## src/rtl/ram_bytewise.sv

```systemverilog
// Byte-enabled single-port RAM with a hardware clear sequencer after reset.
// Define RAM_OUTREG_EN to add a second output register (2-cycle read latency).
`timescale 1ns/1ps
module ram_bytewise #(
  parameter int DATA_WIDTH = 32,
  parameter int ADDR_WIDTH = 5
) (
  input  logic                    clk,
  input  logic                    rst_n,
  input  logic                    ena,
  input  logic                    wena,
  input  logic [DATA_WIDTH/8-1:0] be,
  input  logic [ADDR_WIDTH-1:0]   addr,
  input  logic [DATA_WIDTH-1:0]   din,
  output logic [DATA_WIDTH-1:0]   dout,
  output logic                    rvalid,
  output logic                    busy
);

  localparam int NB    = DATA_WIDTH / 8;
  localparam int DEPTH = 1 << ADDR_WIDTH;
  localparam logic [ADDR_WIDTH-1:0] LAST = '1;

  typedef enum logic {
    CLEAR,
    READY
  } state_t;

  state_t                  state_q;
  logic [ADDR_WIDTH-1:0]   cnt_q;
  logic                    busy_q;
  logic [DATA_WIDTH-1:0]   mem_q [DEPTH];
  logic                    rd_d;
  logic                    wr_d;
  logic [DATA_WIDTH-1:0]   rdata_d;

  // Requests only count once the clear sequence has finished.
  always_comb begin
    rd_d    = (state_q == READY) && ena && !wena;
    wr_d    = (state_q == READY) && ena && wena;
    rdata_d = mem_q[addr];
  end

  // Clear sequencer: walk every address once, then open for access.
  always_ff @(posedge clk or negedge rst_n) begin
    if (!rst_n) begin
      state_q <= CLEAR;
      cnt_q   <= '0;
      busy_q  <= 1'b1;
    end else begin
      unique case (state_q)
        CLEAR: begin
          cnt_q <= cnt_q + 1'b1;
          if (cnt_q == LAST) begin
            state_q <= READY;
            busy_q  <= 1'b0;
          end
        end
        READY: begin
          busy_q <= 1'b0;
        end
        default: begin
          state_q <= CLEAR;
        end
      endcase
    end
  end

  // Array port: zero fill while clearing, byte-merged writes when ready.
  always_ff @(posedge clk) begin
    if (state_q == CLEAR) begin
      mem_q[cnt_q] <= '0;
    end else if (wr_d) begin
      for (int i = 0; i < NB; i++) begin
        if (be[i]) begin
          mem_q[addr][8*i +: 8] <= din[8*i +: 8];
        end
      end
    end
  end

`ifdef RAM_OUTREG_EN
  logic [DATA_WIDTH-1:0] dout1_q;
  logic                  rv1_q;
  logic [DATA_WIDTH-1:0] dout_q;
  logic                  rvalid_q;

  // First read stage captures the array word and holds between reads.
  always_ff @(posedge clk or negedge rst_n) begin
    if (!rst_n) begin
      dout1_q <= '0;
      rv1_q   <= 1'b0;
    end else begin
      rv1_q <= rd_d;
      if (rd_d) begin
        dout1_q <= rdata_d;
      end
    end
  end

  // Second stage retimes data and strobe together.
  always_ff @(posedge clk or negedge rst_n) begin
    if (!rst_n) begin
      dout_q   <= '0;
      rvalid_q <= 1'b0;
    end else begin
      dout_q   <= dout1_q;
      rvalid_q <= rv1_q;
    end
  end
`else
  logic [DATA_WIDTH-1:0] dout_q;
  logic                  rvalid_q;

  // Single read register; holds its value when no read is issued.
  always_ff @(posedge clk or negedge rst_n) begin
    if (!rst_n) begin
      dout_q   <= '0;
      rvalid_q <= 1'b0;
    end else begin
      rvalid_q <= rd_d;
      if (rd_d) begin
        dout_q <= rdata_d;
      end
    end
  end
`endif

  assign dout   = dout_q;
  assign rvalid = rvalid_q;
  assign busy   = busy_q;

endmodule

```

## config.mk

```make
export PLATFORM = sky130hd
export DESIGN_NAME = ram_bytewise
export DESIGN_NICKNAME = d
export VERILOG_FILES = /design/src/rtl/ram_bytewise.sv
export SDC_FILE = /design/constraint.sdc
export NUM_CORES = 1
export LEC_CHECK = 0
export CAP_MARGIN = 40
export CELL_PAD_IN_SITES_DETAIL_PLACEMENT = 0
export CELL_PAD_IN_SITES_GLOBAL_PLACEMENT = 1
export CORE_MARGIN = 2
export CORE_UTILIZATION = 49
export CTS_CLUSTER_DIAMETER = 150
export DETAILED_ROUTE_END_ITERATION = 7
export PLACE_DENSITY_LB_ADDON = 0.15
export RECOVER_POWER = 25
export SLEW_MARGIN = 40
export SYNTH_ARGS = -nofsm -noshare
export SYNTH_HDL_FRONTEND = slang
export SYNTH_SLANG_ARGS = --single-unit
```

## constraint.sdc

```tcl
create_clock -name clk -period 2.1 [get_ports clk]
set_input_delay 0.21 -clock clk [delete_from_list [all_inputs] [get_ports clk]]
set_output_delay 0.21 -clock clk [all_outputs]
set_load 0.03 [all_outputs]
```

==> reports/qor.csv <==
stage,metric,value,unit
run_status,status,"finished, violations left",
run_status,failing checks,"max-capacitance violations, max-slew violations",
pwr,power share of the combinational group,6.9,%
pwr,Final Power,45.7,mW
timing,final hold violations,0,
place,routability cong.,0.828,
logic_synthesis,Post-Synth Simple-Gate Area,2.56,%
cts,Max Buffers Root-to-Sink,3,
pwr,switching power total,9.52,mW
pwr,Net Sw Frac,20.9,%
grt,initial antenna violation count,0,
route,Final ANT Viol Nets,0,
hold_path,Hold Path Class,in2reg,
logic_synthesis,ys async rst share,3.76,%
cts,"CTS clk-pin slew, worst paths",0.06,ns
grt,first-pass GRT wire length,150,mm
logic_synthesis,largest family of logic cells by synthesized area,multiplexers,
timing,minimum clock period,2.04,ns
logic_synthesis,post-synthesis mux area share,12.1,%
place,dpl cells,3805,
layout,final instance area,51600,sq um
cts,CTS tree,built,
logic_synthesis,Main synth FF type,edfxtp_1,
pwr,PD cells,885,nW/um^2
logic_synthesis,register bit total from synthesis,1064,
critical_path,Worst Path Required,2.40,ns
critical_path,critical path class,reg2reg,
route,WL per Instance,25.3,um
grt,gr busiest metal,met2,
grt,largest net degree at the start of global routing,44,
critical_path,cells on worst reg2reg path,6,
route,final WL,102,mm
logic_synthesis,number of synthesized flops with an enable pin,1024,
grt,GRT Overall Usage,22.7,%
timing,FMAX,490,MHz
logic_synthesis,fraction of the yosys area taken by sequential cells,74.9,%
grt,final global-route overflow total,0,
route,DR pass1 iterations,5,
pwr,Lkg Pwr,20.2,nW
pwr,clock share of power,41.9,%
critical_path,Startpoint Class,flip-flop,
layout,layout cells sized above 1,24.2,%
die,I/O pins,79,
cts,Num CTS Buffers,109,
logic_synthesis,synthesized area per cell,17.7,sq um
critical_path,"Max FO, Critical Path",8,
timing,Worst slew margin,-19.8,%
pwr,Seq pwr share,51.2,%
critical_path,Worst Setup End Kind,flip-flop,
cts,Worst-Skew Late Latency,0.65,ns
grt,vias in the first global route,23400,
place,Detail Placement HPWL,65.5,mm
timing,Least-Margin Pin Slew,1.80,ns
timing,Final Slew Violations,41,
grt,met2 Use GR,36.9,%
timing,Tcrit/Tclk final,97.1,%
layout,# diodes,0,
place,IO buf count,78,
timing,RSZ-0062 raised after global routing,true,
logic_synthesis,Post-Synth Adder-Cell Area,0.0590,%
timing,final setup vio count,0,
logic_synthesis,"Warnings, synthesis",0,
cts,H-tree depth,3,
route,via count,23100,
place,placed inst area,47400,sq um
die,full die area,88900,sq um
run,max-cap violation count,1,
layout,NumNets Final,2837,
route,DRC,0,
logic_synthesis,Synth Instances,2390,
grt,met1 track demand over resource,31.8,%
critical_path,Critical Path AT,2.34,ns
logic_synthesis,Mapped Area,42400,sq um
die,initial core utilization,49.7,%
hold_path,Hold Path Stages,3,
timing,post-route clock skew,0.0125,ns
pwr,VDD IR max,0.745,mV
die,num rows,107,
logic_synthesis,Cell variety after synth,38,
layout,Final Non-Filler Cells,4020,
logic_synthesis,post-synthesis compound-gate area fraction,8.24,%
pwr,Pint,36.1,mW
cts,Clock Sinks,1064,
route,post-DR vias/cell,5.73,
die,Die H,298,um
cts,Root Buffer,clkbuf_16,
logic_synthesis,XOR/XNOR Fraction of Synth Area,0.0619,%
die,die width,298,um
die,core area,85400,sq um
layout,Syn-to-layout area delta,21.6,%
grt,met3 Usage GRT,4.03,%
route,1st-iter DRT viols,1990,
logic_synthesis,syn_nets,2437,
## layout make-up
cell class                      count  area (sq um)
Inverter                            3          11.3
Fill cell                        6275         33800
Clock buffer                      146          3000
Sequential cell                  1064         31800
Timing Repair Buffer              441          4420
Clock inverter                     51           566
Multi-Input combinational cell   1171         10400
Tap cell                         1144          1430
## power groups by stage
stage / clock, mW / combinational (mW) / sequential (mW)
after floorplan: 0 / 1.49 / 24.0
after global placement: 0 / 3.09 / 23.8
after CTS: 19.4 / 3.19 / 23.4
after detailed placement: 0 / 3.13 / 23.8
after global routing: 20.3 / 3.32 / 23.4
final: 19.1 / 3.16 / 23.4
## cell families (layout without fill, tap and decap cells)
logic type / after synthesis / in the layout
xor gates and xnor gates: 3 / 3
DFF: 1064 / 1064
and+or+nand+nor: 243 / 244
adders and majority gates: 2 / 2
muxes: 514 / 514
buffers and inverters: 156 / 641
AOI/OAI and AO/OA: 408 / 408
## sequential cells by signal, indices dropped and copies added (netlist names)
register  count
mem_q      1024
rvalid        1
dout         32
state_q       1
busy          1
cnt_q         5
## final timing paths
path                         start            end  slack (ns)
min                            ena         rvalid        0.38
max reg2reg                state_q  mem_q[21][16]        0.06
min reg2reg                   busy           busy        0.44
min in group asynchronous    rst_n       dout[30]        0.67
max                        state_q  mem_q[21][16]        0.06
max in group asynchronous    rst_n        dout[8]        0.37
## layout by cell type (no fill, tap or decap), drive strengths merged
cell and count:
bufinv 13, a22oi 128, nand3 2, mux2i 512
clkinv 37, clkdlybuf4s50 74, mux2 2, nand2b 7
a21oi 72, a22o 64, and2 34, or2 2
a221oi 64, dlymetal6s2s 1, a41oi 4, nand2 35
dlygate4sd3 1, nor4 7, clkinvlp 1, dfstp 1
and3 1, inv 3, buf 353, edfxtp 1024
clkbuf 157, dfrtp 39, dlygate4sd2 1, a31oi 12
o41ai 32, nor3 9, o22ai 32, nor2 138
or4 1, nand3b 1, nor2b 7, ha 2
xnor2 3
## synth_stat cells (all sizes together), types with 32 or more instances
cell type  instances  share of area (%)
edfxtp          1024                 72
mux2i            512                 12
nor2             137                1.2
a22oi            128                2.3
buf               84                1.4
a21oi             72               0.85
clkbuf            69               0.62
a221oi            64                1.8
a22o              64                1.3
dfrtp             39                2.3
nand2             35               0.31
and2              34               0.50
o22ai             32               0.47
o41ai             32                1.2
## metrics by stage
stage,hold WS (ns),setup slack (ns),setup TNS [ns],utilization (%)
after global routing,0.404,-0.0349,-1.01,60.4
after floorplan,-0.0856,-0.0611,-17.45,-
after global placement,0.262,-1.99,-1989.65,55.5
after CTS,0.0983,0.000837,0,60.4
final,0.381,0.0612,0,60.4
after detailed placement,0.267,-1.14,-1335.34,55.5
## critical path: stages, from the launching register on
cell	delay, ns
dfrtp_1	0.41
nand3_4	0.13
nor2_2	0.09
nor3_1	0.25
a31oi_2	0.15
buf_4	0.27
nor2_2	0.37
## routing by layer
metal / vias up / wire, um
li1: 10400 / -
met1: 11800 / 44900
met2: 660 / 48600
met3: 117 / 6160
met4: 0 / 2000
met5: - / 0
## what timing repair did
item                                    in CTS  in global routing
setup buffers                               15                  3
pin swaps                                    4                  0
resized for setup                          104                 29
hold buffers                                 1                  0
gates cloned                                 1                  0
hold endpoints to repair                    40                  0
endpoints found under the setup margin    1003                280
(Power assumes the default switching activity.)
